`src/rtl/compare_stage.sv`:
```
// Registered compare unit with a two-entry skid buffer on the output side.
// in_ready and out_valid are flops, so out_ready never reaches in_ready combinationally.
module compare_stage #(
  parameter int width   = 32,
  parameter int rd_bits = 5
) (
  input  logic               clk,
  input  logic               rst_n,
  input  logic               in_valid,
  output logic               in_ready,
  input  logic [2:0]         op,
  input  logic [width-1:0]   A,
  input  logic [width-1:0]   B,
  input  logic [rd_bits-1:0] rd,
  output logic               out_valid,
  input  logic               out_ready,
  output logic [width-1:0]   Out,
  output logic [rd_bits-1:0] out_rd
);

  typedef enum logic [1:0] {EMPTY, ONE, FULL} state_t;

  state_t               state_q, state_d;
  logic                 main_res_q, main_res_d;
  logic [rd_bits-1:0]   main_rd_q, main_rd_d;
  logic                 skid_res_q, skid_res_d;
  logic [rd_bits-1:0]   skid_rd_q, skid_rd_d;
  logic                 out_valid_q, out_valid_d;
  logic                 in_ready_q, in_ready_d;

  logic [width:0]       sum;
  logic [width-1:0]     diff;
  logic                 carry, ovf, eq, a_zero, a_neg, lt_u, lt_s, res;
  logic                 in_xfer, out_xfer;

  // Single adder A + ~B + 1 feeds SLTU (carry), SLT (sign ^ overflow) and EQ (zero diff).
  always_comb begin
    sum    = {1'b0, A} + {1'b0, ~B} + {{width{1'b0}}, 1'b1};
    diff   = sum[width-1:0];
    carry  = sum[width];
    ovf    = (A[width-1] ^ B[width-1]) & (diff[width-1] ^ A[width-1]);
    eq     = (diff == '0);
    lt_u   = ~carry;
    lt_s   = diff[width-1] ^ ovf;
    a_zero = (A == '0);
    a_neg  = A[width-1];
    case (op)
      3'd0:    res = lt_u;
      3'd1:    res = lt_s;
      3'd2:    res = eq;
      3'd3:    res = ~eq;
      3'd4:    res = a_neg | a_zero;
      3'd5:    res = ~a_neg & ~a_zero;
      3'd6:    res = a_neg;
      default: res = ~a_neg;
    endcase
  end

  always_comb begin
    in_xfer    = in_valid & in_ready_q;
    out_xfer   = out_valid_q & out_ready;
    state_d    = state_q;
    main_res_d = main_res_q;
    main_rd_d  = main_rd_q;
    skid_res_d = skid_res_q;
    skid_rd_d  = skid_rd_q;
    case (state_q)
      EMPTY: if (in_xfer) begin
        main_res_d = res;
        main_rd_d  = rd;
        state_d    = ONE;
      end
      ONE: begin
        if (in_xfer && out_xfer) begin
          main_res_d = res;
          main_rd_d  = rd;
        end else if (in_xfer) begin
          skid_res_d = res;
          skid_rd_d  = rd;
          state_d    = FULL;
        end else if (out_xfer) begin
          state_d    = EMPTY;
        end
      end
      FULL: if (out_xfer) begin
        main_res_d = skid_res_q;
        main_rd_d  = skid_rd_q;
        state_d    = ONE;
      end
      default: state_d = EMPTY;
    endcase
    out_valid_d = (state_d != EMPTY);
    in_ready_d  = (state_d != FULL);
  end

  always_ff @(posedge clk or negedge rst_n) begin
    if (!rst_n) begin
      state_q     <= EMPTY;
      main_res_q  <= 1'b0;
      main_rd_q   <= '0;
      skid_res_q  <= 1'b0;
      skid_rd_q   <= '0;
      out_valid_q <= 1'b0;
      in_ready_q  <= 1'b1;
    end else begin
      state_q     <= state_d;
      main_res_q  <= main_res_d;
      main_rd_q   <= main_rd_d;
      skid_res_q  <= skid_res_d;
      skid_rd_q   <= skid_rd_d;
      out_valid_q <= out_valid_d;
      in_ready_q  <= in_ready_d;
    end
  end

  assign in_ready  = in_ready_q;
  assign out_valid = out_valid_q;
  assign Out       = {{(width-1){1'b0}}, main_res_q};
  assign out_rd    = main_rd_q;

endmodule

```
`config.mk`:
```
export PLATFORM = sky130hd
export DESIGN_NAME = compare_stage
export DESIGN_NICKNAME = d
export VERILOG_FILES = /design/src/rtl/compare_stage.sv
export SDC_FILE = /design/constraint.sdc
export NUM_CORES = 1
export LEC_CHECK = 0
export ABC_AREA = 1
export BUFFER_PORTS_ARGS = -buffer_cell sky130_fd_sc_hd__buf_2
export CORE_MARGIN = 1.5
export CORE_UTILIZATION = 43
export DETAILED_ROUTE_END_ITERATION = 7
export PLACE_DENSITY = 0.77
export SKIP_LAST_GASP = 1
export SLEW_MARGIN = 25
export SYNTH_ARGS = -nofsm -noshare
export SYNTH_HDL_FRONTEND = slang
export SYNTH_SLANG_ARGS = --single-unit
```
`constraint.sdc`:
```
create_clock -name clk -period 1.4 [get_ports clk]
set_clock_uncertainty 0.1 [all_clocks]
set_input_delay 0.35 -clock clk [delete_from_list [all_inputs] [get_ports clk]]
set_output_delay 0.35 -clock clk [all_outputs]
set_load 0.02 [all_outputs]
```
# After elaboration in Yosys (flattened, before gate mapping)
# Cells that the tools add are included.
[totals]
ff_bits = 16
inputBits = 76
out_inout_bits = 39
word_cells = 59
[classes]
addsub = 2
n_eq_ne = 12
muxes = 15
bitwise = 14
reduce_logical = 9
[ops]
columns = ["cell", "n"]
rows = [
  ["zero test 32 bit", 2],
  ["adder 32 x 32 -> 33 bit", 1],
  ["adder 33 x 1 -> 33 bit, second input constant", 1],
  ["inverter 32 bit", 1],
  ["2-to-1 mux 5 bit", 3],
  ["one-hot mux 5 bit (3 select lines)", 1],
  ["2-to-1 mux 2 bit", 5],
  ["== test 3 bit, second input constant", 3],
  ["inequality test 2 bit, second input constant", 4],
  ["one-hot mux 1 bit (7 select lines)", 1],
  ["== test 3 x 2 -> 1 bit, second input constant", 2],
  ["one-hot mux 2 bit (3 select lines)", 1],
  ["inverter 1 bit", 5],
  ["AND 1 bit", 4],
  ["AND reduction 4 bit", 1],
  ["== test 3 x 1 -> 1 bit, second input constant", 1],
  ["zero test 3 bit", 1],
  ["2-to-1 mux 1 bit", 3],
  ["one-hot mux 1 bit (3 select lines)", 1],
  ["AND reduction 3 bit", 1],
  ["nonzero test 3 bit", 1],
  ["bitwise XOR 1 bit", 3],
  ["== test 2 x 1 -> 1 bit, second input constant", 1],
  ["== test 2 bit, second input constant", 1],
  ["4 further kinds", 4],
]

# Logic depth before layout (Yosys ltp)
# Gate-level depths: netlist of run 1.
[depth]
word_depth = 9
depth_mapped = 29
ltp_nobuf = 29

# Worst setup path before layout of run 1
# OpenSTA, ideal clock, no wires.
[synth_timing]
path_type = "input to register"
start = "input port B[13]"
end = "register main_res_q"
setup_ps = 116
arrival_time_ps = 3035
t_required_ps = 1184
setup_slack_ps = -1852
cell_stages = 28
path_buffers = 0
path_cell_list = "inv_1 > ha_1 > nand2_1 > inv_1 > nand2_1 > inv_2 > a21oi_2 > nand2_1 > nand2_1 > nand2_1 > a21o_1 > fa_1 > nor2_1 > nand3_1 > nor2_1 > nand2_1 > nor2_1 > nand2_1 > nor2_1 > nand3_1 > nor2_1 > nand3_1 > nand2_1 > nand3_1 > nand2_1 > nand2_1 > nand2_1 > nand2_1"
[synth_between]
elab_chain_len = 9
word_cells_on_any_way = 13
classes_between = "add/sub (2); mux (4); bitwise (6); reduce/logical (1)"
[synth_rtl]
columns = ["element", "line_no", "rtl"]
rows = [
  ["start: declaration", "13", "input logic [width-1:0] B,"],
  ["inverter 32 bit (*)", "38", "sum = {1'b0, A} + {1'b0, ~B} + {{width{1'b0}}, 1'b1};"],
  ["adder 32 x 32 -> 33 bit (*)", "38", ""],
  ["adder 33 x 1 -> 33 bit (*)", "38", ""],
  ["bitwise XOR 1 bit", "41", "ovf = (A[width-1] ^ B[width-1]) & (diff[width-1] ^ A[width-1]);"],
  ["AND 1 bit", "41", ""],
  ["bitwise XOR 1 bit", "44", "lt_s = diff[width-1] ^ ovf;"],
  ["one-hot mux 1 bit (7 select lines) (*)", "47", "case (op)"],
  ["2-to-1 mux 1 bit, on equally long branches", "74, 68", ""],
  ["one-hot mux 1 bit (3 select lines) (*)", "67", "case (state_q)"],
  ["end signal: assignment", "107", "main_res_q <= main_res_d;"],
  ["end: declaration", "24", "logic main_res_q, main_res_d;"],
]
# Mark *: on every way between the ends. The rest lies on a longest branch, timed or not. The select of a mux whose other input is x is not followed.
# A chain may end at the register's enable or synchronous reset.

# Final worst setup path of run 1
[layout_timing]
start = "input port A[28]"
end = "register main_res_q"
[layout_between]
elab_chain_len = 8
word_cells_on_any_way = 16
classes_between = "add/sub (2); mux (4); bitwise (8); reduce/logical (2)"
[layout_rtl]
columns = ["element", "line_no", "rtl"]
rows = [
  ["start: declaration", "12", "input logic [width-1:0] A,"],
  ["adder 32 x 32 -> 33 bit", "38", ""],
  ["adder 33 x 1 -> 33 bit", "38", ""],
  ["bitwise XOR 1 bit", "41", ""],
  ["AND 1 bit", "41", ""],
  ["bitwise XOR 1 bit", "44", ""],
  ["one-hot mux 1 bit (7 select lines) (*)", "47", ""],
  ["2-to-1 mux 1 bit, on equally long branches", "74, 68", ""],
  ["one-hot mux 1 bit (3 select lines) (*)", "67", ""],
]
# Marks and branches as above.

==> impl_metrics.ini, run 1 <==
[clocking]
clockBufferDepth = 2
cts_sinks = 16
cts_tree = yes
cts-root-buf = clkbuf_8
clk_pin_slew_ns = 0.06
cts_max_level = 1
cts-buffers-inserted = 3
clkLatencyLatePin_ns = 0.25

[grt]
grt_pass1_vias = 4741
grt_use_total_pct = 24.4
grt_overflow_total = 0
antenna_found_initial = 0
grt_pass1_wl_mm = 20.2
grt_max_degree = 17

[power]
powerDensity_nw_per_um2 = 728
intPower_mw = 2.29
pwr-share-comb_pct = 71.6
p_seq_share_pct = 19.3
ir_worst_vdd_mv = 0.573
netSwitchingPower_mw = 2.15
leakage_nw = 3.68
p_clk_share_pct = 9.0
finalPower_mw = 4.44
switching_share_pct = 48.5

[worst_hold_path]
holdPathStages = 3
hp-start = rd[2]
min_path_type = input pin to flop
hold_path_end = skid_rd_q[2]

[drt]
drt_iter0_markers = 273
routed_via_density = 4.56
wl_mm = 12.4
via_count = 5178
drc = 0
wire_per_inst_microns = 10.9
firstDrtPassIters = 7
drtAntennaViolNets = 0

[outcome]
violations = negative setup slack
status = finished with violations

[flow_run]
maxCapViolCount = 0

[worst_setup_path]
worst_ep_required_time_ns = 1.45
crit_arrival_ns = 3.23
rr_worst_depth = 7
critPathLaunch = A[28]
critPathKind = input pin to flop
path_max_fanout = 3
r2r_start = in_ready
start_kind = input pin
r2r-end = out_rd[0]
r2r_slack_ns = -0.03
endpoint_kind = flop

[placed_design]
dpl_cell_area_sq_um = 5640
post-place-cells = 1114
dpl_worst_slack_ns = -2.21
gp_congestion = 0.951
port-buffer-count = 83
hpwl_mm = 10.6

[yosys]
synth.top_cell.area_share_pct = 28.2
syn-mean-instance-area_sq_um = 5.07
ys_ff_latch = 16
synth_area_leaders = nand2_1 28%, inv_1 17%, ha_1 9.8%
ys_types = 33
yosysWarnings = 0
syn_inst = 808
synthesis.area_sq_um = 4100
yosysSeqAreaShare_pct = 9.80
yosysTopAreaCell = nand2_1

[die]
ios = 115
fp.dieH_microns = 101
start_util_pct = 44.3
die-area_sq_um = 10100
die_x_microns = 101
fp-row-count = 35
coreArea_sq_um = 9240

[final_layout]
syn_to_final_growth_pct = 48.7
final_util_pct = 65.9
drive_gt1_share_pct = 32.7
stdcell_area_sq_um = 6090
num_antenna_cells = 0
final_nets = 1116
finalNonFillerCells = 1135

[timing]
rsz0062_at_grt = yes
hold_ws_ns = 0.222
hold_viol = 0
setup_tns_ns = -3.62
worst_slack_ns = -1.79
fin_crit_ns = 3.19
period_share_pct = 228
max_freq_ghz = 0.314
setup_viol = 7
drv_slew = 0
## power groups by stage
stage | clock, mW | combinational, mW | sequential [mW]
final | 0.401 | 3.18 | 0.858
after global routing | 0.436 | 3.54 | 0.890
after CTS | 0.410 | 2.99 | 0.835
after detailed placement | 0 | 2.87 | 0.843
after global placement | 0 | 2.83 | 0.829
after floorplan | 0 | 1.85 | 0.950
## routing by layer
metal	vias to the layer above	part of all wire, %	GRT usage (%)
li1	2775	-	-
met1	2236	43	29.7
met2	144	50	45.7
met3	23	4.5	1.53
met4	0	2.8	6.93
met5	-	0	0
## cell usage after synthesis
library cell	number
ha_1	32
nor2_2	6
a31oi_1	6
a21boi_0	1
or2_2	3
or2_1	1
a21oi_2	2
nand3_2	1
and2_1	6
nor3_1	3
inv_1	183
o21ai_0	6
nor4_1	5
fa_1	1
o21ai_1	1
clkinv_1	1
nor2_1	80
nor3_2	3
clkbuf_1	1
nand2_2	10
buf_4	32
o21bai_1	3
dfstp_2	1
o22ai_1	1
dfrtp_1	15
inv_2	2
a21oi_1	19
nand3b_1	4
nand3_1	53
nand2_1	308
a21o_1	1
nand4_1	16
conb_1	1
## worst max-delay path, cell delays in order
cell and delay (ns):
buf_2 0.11, ha_1 0.30, nand2_1 0.11, buf_4 0.13, nor3_4 0.03, buf_4 0.14, a21oi_4 0.14, nand2_2 0.08
a21o_1 0.17, fa_1 0.45, nor2_1 0.09, nand3_1 0.09, nor2_2 0.11, nand2_1 0.07, nor2_1 0.09, nand2_1 0.05
nor2_1 0.08, nand3_1 0.09, nor2_1 0.10, nand3_1 0.08, nand2_1 0.06, nand3_1 0.06, nand2_1 0.08, nand2_1 0.05
nand2_1 0.06, nand2_1 0.04
## worst max path at each step
stage,to,slack (ns),cells past startpoint
global placement,main_res_q,-2.16,29
global route,main_res_q,-2.11,27
CTS,main_res_q,-1.80,27
finish,main_res_q,-1.79,26
floorplan,main_res_q,-1.73,27
detailed placement,main_res_q,-2.21,29
## sequential cells by signal, indices dropped and copies added, names as in the netlist
name        count
state_q         2
skid_res_q      1
out_valid       1
skid_rd_q       5
in_ready        1
main_res_q      1
out_rd          5
## timing repair
action / 4_1_cts / 5_1_grt
setup buffers: 8 / 7
cloned: 1 / 0
pin swaps: 26 / 16
hold endpoints to repair: 15 / 0
hold buffers: 1 / 0
resized for setup: 37 / 49
endpoints found under the setup margin: 7 / 10
## cell type report
cell class / count / area [sq um]
Multi-Input combinational cell: 603 / 3420
Fill cell: 914 / 3150
Timing Repair Buffer: 197 / 1340
Inverter: 186 / 716
Sequential cell: 16 / 402
Tap cell: 129 / 161
Clock buffer: 4 / 55.1
## cell families (layout without fill, tap and decap cells)
| kind of cell | Yosys count | in the layout | share of synthesized area, % |
|---|---|---|---|
| and+or+nand+nor | 499 | 499 | 51.3 |
| other | 1 | 31 | 0.0915 |
| buffers and inverters | 219 | 387 | 23.0 |
| adders and majority gates | 33 | 33 | 10.3 |
| DFF | 16 | 16 | 9.80 |
| AOI/OAI and AO/OA | 40 | 40 | 5.59 |
## layout by cell type (no fill, tap or decap), drive strengths merged
master       netlist  routed
clkbuf             1       4
dlygate4sd3        0       1
inv              185     185
ha                32      32
nand2            318     318
nor2              86      86
o21ai              7       7
a21boi             1       1
buf               32     196
conb               1      31
and2               6       6
nor4               5       5
clkinv             1       1
nor3               6       6
nand3             54      54
a31oi              6       6
dfrtp             15      15
nand4             16      16
a21oi             21      21
nand3b             4       4
dfstp              1       1
a21o               1       1
o21bai             3       3
fa                 1       1
or2                4       4
o22ai              1       1
Note: power is estimated with default switching activity, not from simulation.
==> inputs of run 2 (changes only) <==
--- a/config.mk
+++ b/config.mk
@@ -11,6 +11,7 @@
 export CORE_UTILIZATION = 43
 export DETAILED_ROUTE_END_ITERATION = 7
 export PLACE_DENSITY = 0.77
+export RECOVER_POWER = 25
 export SKIP_LAST_GASP = 1
 export SLEW_MARGIN = 25
 export SYNTH_ARGS = -nofsm -noshare
==> run 2 against run 1 <==
The flow still finishes with violations (negative setup slack). Sequential share of layout area stayed put. Combinational power about the same. Flip-flop and latch count unchanged. Worst hold slack stayed put. Via count unchanged. Largest cell class unchanged. First-iteration DRC count stayed put.
==> impl_metrics.ini, run 2 (synthesis gave the netlist of run 1 again) <==
[die]
ios = 115
coreArea_sq_um = 9240
fp.dieH_microns = 101
die_x_microns = 101
start_util_pct = 44.3
fp-row-count = 35
die-area_sq_um = 10100

[placed_design]
port-buffer-count = 83
gp_congestion = 0.951
post-place-cells = 1114
hpwl_mm = 10.6

[timing]
rsz0062_at_grt = yes
max_freq_ghz = 0.314
drv_slew = 0
worst_slack_ns = -1.79
setup_viol = 7
period_share_pct = 228
fin_crit_ns = 3.19
hold_ws_ns = 0.222
setup_tns_ns = -3.62
hold_viol = 0

[drt]
drc = 0
via_count = 5178
drt_iter0_markers = 273
firstDrtPassIters = 7
wire_per_inst_microns = 10.9
routed_via_density = 4.56
drtAntennaViolNets = 0
wl_mm = 12.4

[final_layout]
final_common_cell = nand2_1
num_antenna_cells = 0
finalNonFillerCells = 1135
syn_to_final_growth_pct = 48.7
drive_gt1_share_pct = 32.7
final_cell_mix = 270 x nand2_1, 161 x inv_1, 113 x buf_4
final_nets = 1116

[grt]
grt_pass1_vias = 4741
grt_max_degree = 17
grt_pass1_wl_mm = 20.2
grt_overflow_total = 0
antenna_found_initial = 0
grt_use_total_pct = 24.4

[worst_setup_path]
critPathMaxStageDelay_ns = 0.45
crit_top_cell = nand2_1
cp_top_family = simple AND/OR/NAND/NOR gates
critPathKind = input pin to flop
worst_ep_required_time_ns = 1.45
crit_arrival_ns = 3.23
slowest_stage = fa_1
cp.buffers_inverters = 3
start_kind = input pin
endpoint_kind = flop
path_max_fanout = 3

[clocking]
cts-root-buf = clkbuf_8
clockBufferDepth = 2
cts-buffers-inserted = 3
cts_max_level = 1
clk_pin_slew_ns = 0.06
cts_sinks = 16
cts_tree = yes
clkLatencyLatePin_ns = 0.25

[outcome]
status = finished with violations
violations = negative setup slack

[power]
leakage_nw = 3.68
powerDensity_nw_per_um2 = 728
ir_worst_vdd_mv = 0.573

[flow_run]
maxCapViolCount = 0

[worst_hold_path]
min_path_type = input pin to flop
## run 2: layer usage
metal	GRT usage (%)	wire length, microns
met5	0	0
met4	6.93	352
met3	1.53	552
met2	45.7	6170
met1	29.7	5330
## run 2: worst paths after layout
check                           cells after the start  slack (ns)            to    startpoint
min in group asynchronous                           2        0.46     out_valid         rst_n
worst max register to register                      7       -0.03     out_rd[0]      in_ready
worst max-delay path                               26       -1.79    main_res_q         A[28]
max in group asynchronous                           2        0.43      in_ready         rst_n
worst min-delay path                                3        0.22  skid_rd_q[2]         rd[2]
worst min register to register                      2        0.37  skid_rd_q[1]  skid_rd_q[1]
## run 2: power breakdown
group          internal [mW]  leakage [nW]  switching, mW  total [mW]
Sequential             0.707         0.189          0.151       0.858
Clock                  0.249        0.0288          0.152       0.401
Combinational           1.33          3.47           1.85        3.18
Total                   2.29          3.68           2.15        4.44
## run 2: repair_timing
action | 4_1_cts | 5_1_grt
endpoints found under the setup margin | 7 | 10
hold buffers | 1 | 0
gates resized for setup | 37 | 49
gates cloned | 1 | 0
endpoints found under the hold margin | 15 | 0
setup buffers | 8 | 7
pin swaps | 26 | 16
## run 2: metrics by stage
step / power, mW / area (sq um) / utilization [%] / worst slack (ns)
6_report: 4.44 / 6090 / 65.9 / -1.79
3_5_place_dp: 3.72 / 5640 / 61.1 / -2.21
5_1_grt: 4.87 / 6090 / 65.9 / -2.11
2_1_floorplan: 2.80 / 4580 / - / -1.73
4_1_cts: 4.23 / 5880 / 63.6 / -1.80
3_3_place_gp: 3.66 / 5640 / 61.1 / -2.16
## run 2: worst min-delay path: cells and delay by family
family	cells	cell delay (ns)
and+or+nand+nor	2	0.10
buffers and inverters	1	0.09
## run 2: layout make-up
cell class	count	area [sq um]
Timing Repair Buffer	197	1340
Inverter	186	716
Clock buffer	4	55.1
Sequential cell	16	402
Tap cell	129	161
Multi-Input combinational cell	603	3420
Fill cell	914	3150
==> inputs of run 3 (changes only) <==
--- a/config.mk
+++ b/config.mk
@@ -10,8 +10,10 @@
 export CORE_MARGIN = 1.5
 export CORE_UTILIZATION = 43
 export DETAILED_ROUTE_END_ITERATION = 7
+export HOLD_SLACK_MARGIN = 0.05
 export PLACE_DENSITY = 0.77
 export RECOVER_POWER = 25
+export SETUP_SLACK_MARGIN = 0.3
 export SKIP_LAST_GASP = 1
 export SLEW_MARGIN = 25
 export SYNTH_ARGS = -nofsm -noshare
==> run 3 against run 2 <==
The run still ends with negative setup slack left. Via count grew 5.3%. Sequential power increased by 1%. Flip-flop and latch count unchanged. First-iteration DRC count fell by 1.8%. Worst hold slack worse by 0.0036 ns. Sequential share of layout area shrank 0.41 points. Critical endpoint unchanged. Largest power group unchanged.
==> impl_metrics.ini, run 3 (synthesis gave the netlist of run 1 again) <==
[outcome]
status = finished with violations
violations = negative setup slack

[final_layout]
drive_gt1_share_pct = 38.2
final_nets = 1147
final_common_cell = nand2_1
final_util_pct = 70.5
syn_to_final_growth_pct = 59.1
nFillCells = 818
final_cell_mix = 255 x nand2_1, 146 x inv_1, 140 x buf_4
finalNonFillerCells = 1166
num_antenna_cells = 0

[drt]
wl_mm = 13.4
via_count = 5450
firstDrtPassIters = 5
drt_iter0_markers = 268
wire_per_inst_microns = 11.5
routed_via_density = 4.67
drc = 0
drtAntennaViolNets = 0

[placed_design]
post-place-cells = 1115
hpwl_mm = 10.6
port-buffer-count = 83
gp_congestion = 0.960

[timing]
setup_tns_ns = -3.74
max_freq_ghz = 0.304
fin_crit_ns = 3.28
rsz0062_at_grt = yes
hold_viol = 0
hold_ws_ns = 0.219
setup_viol = 7
drv_slew = 0
period_share_pct = 235
worst_slack_ns = -1.88

[power]
leakage_nw = 3.88
p_seq_share_pct = 17.7
netSwitchingPower_mw = 2.31
intPower_mw = 2.59
pwr-share-comb_pct = 73.9
switching_share_pct = 47.2
ir_worst_vdd_mv = 0.596
finalPower_mw = 4.90
p_clk_share_pct = 8.4
powerDensity_nw_per_um2 = 751

[die]
die_x_microns = 101
fp-row-count = 35
start_util_pct = 44.3
coreArea_sq_um = 9240
ios = 115
die-area_sq_um = 10100
fp.dieH_microns = 101

[clocking]
cts_sinks = 16
cts_max_level = 1
clkLatencyLatePin_ns = 0.25
clockBufferDepth = 2
clk_pin_slew_ns = 0.06
cts-buffers-inserted = 3
cts_tree = yes
cts-root-buf = clkbuf_8

[grt]
antenna_found_initial = 0
grt_max_degree = 17
grt_overflow_total = 0
grt_pass1_vias = 5071
grt_use_total_pct = 25.7
grt_pass1_wl_mm = 21.3

[worst_setup_path]
start_kind = input pin
r2r_slack_ns = -0.02
endpoint_kind = flop
r2r_start = in_ready
worst_ep_required_time_ns = 1.45
critPathLaunch = A[10]
path_max_fanout = 2
critPathKind = input pin to flop
crit_arrival_ns = 3.33

[worst_hold_path]
hp-start = rd[1]
min_path_type = input pin to flop

[flow_run]
maxCapViolCount = 0
run 3: layer usage:
layer | track usage [%] | part of all wire [%] | vias up
met1 | 29.8 | 40 | 2373
met5 | 0 | 0 | -
met3 | 1.73 | 5.3 | 42
met4 | 9.21 | 3.4 | 0
li1 | - | - | 2837
met2 | 49.0 | 51 | 198
run 3: critical path: stages:
cell and delay, ns:
buf_2 0.12, ha_4 0.23, nand2_1 0.08, inv_2 0.05, nand2_4 0.09, inv_2 0.05, a21oi_2 0.17, nand2_2 0.10
nand2_2 0.09, nand2_2 0.06, a21o_1 0.20, fa_1 0.46, nor2_1 0.10, nand3_1 0.09, nor2_2 0.11, nand2_1 0.06
nor2_1 0.11, nand2_1 0.05, nor2_1 0.09, nand3_1 0.10, nor2_1 0.12, nand3_1 0.08, nand2_1 0.07, nand3_1 0.06
nand2_1 0.08, nand2_1 0.05, nand2_1 0.07, nand2_1 0.04
run 3: cell type report:
type,count,area [sq um],share of cell area [%]
multi-input cells,603,3510,53.8
repair buffers,228,1670,25.7
inverters,186,718,11.0
flip-flops and latches,16,403,6.18
well taps,129,161,2.48
clock buffers,4,55.1,0.845
run 3: repair_timing:
action	CTS	global route
endpoints found under the hold margin	15	0
setup endpoints to repair	23	23
resized for setup	99	56
buffers inserted	34	11
cloned	1	0
hold buffers	1	0
pin swaps	49	52
run 3: path summary, 6_finish.rpt:
check	to	cells after the start
worst max-delay path	main_res_q	28
worst min-delay path	skid_rd_q[1]	3
worst max register to register	out_rd[1]	7
worst min register to register	skid_rd_q[1]	2
max in group asynchronous	in_ready	2
min in group asynchronous	out_rd[0]	2
run 3: power groups by stage:
stage | sequential [mW] | clock (mW) | combinational [mW]
final | 0.867 | 0.413 | 3.62
after global routing | 0.889 | 0.443 | 3.99
after CTS | 0.855 | 0.413 | 3.30
after detailed placement | 0.838 | 0 | 2.89
after global placement | 0.830 | 0 | 2.85
after floorplan | 0.953 | 0 | 1.87
run 3: metrics by stage:
stage                     instance area, sq um  setup WS, ns
after CTS                                 6260         -1.82
after global placement                    5650         -2.15
final                                     6520         -1.88
after floorplan                           4590         -1.73
after detailed placement                  5650         -2.28
after global routing                      6520         -2.24
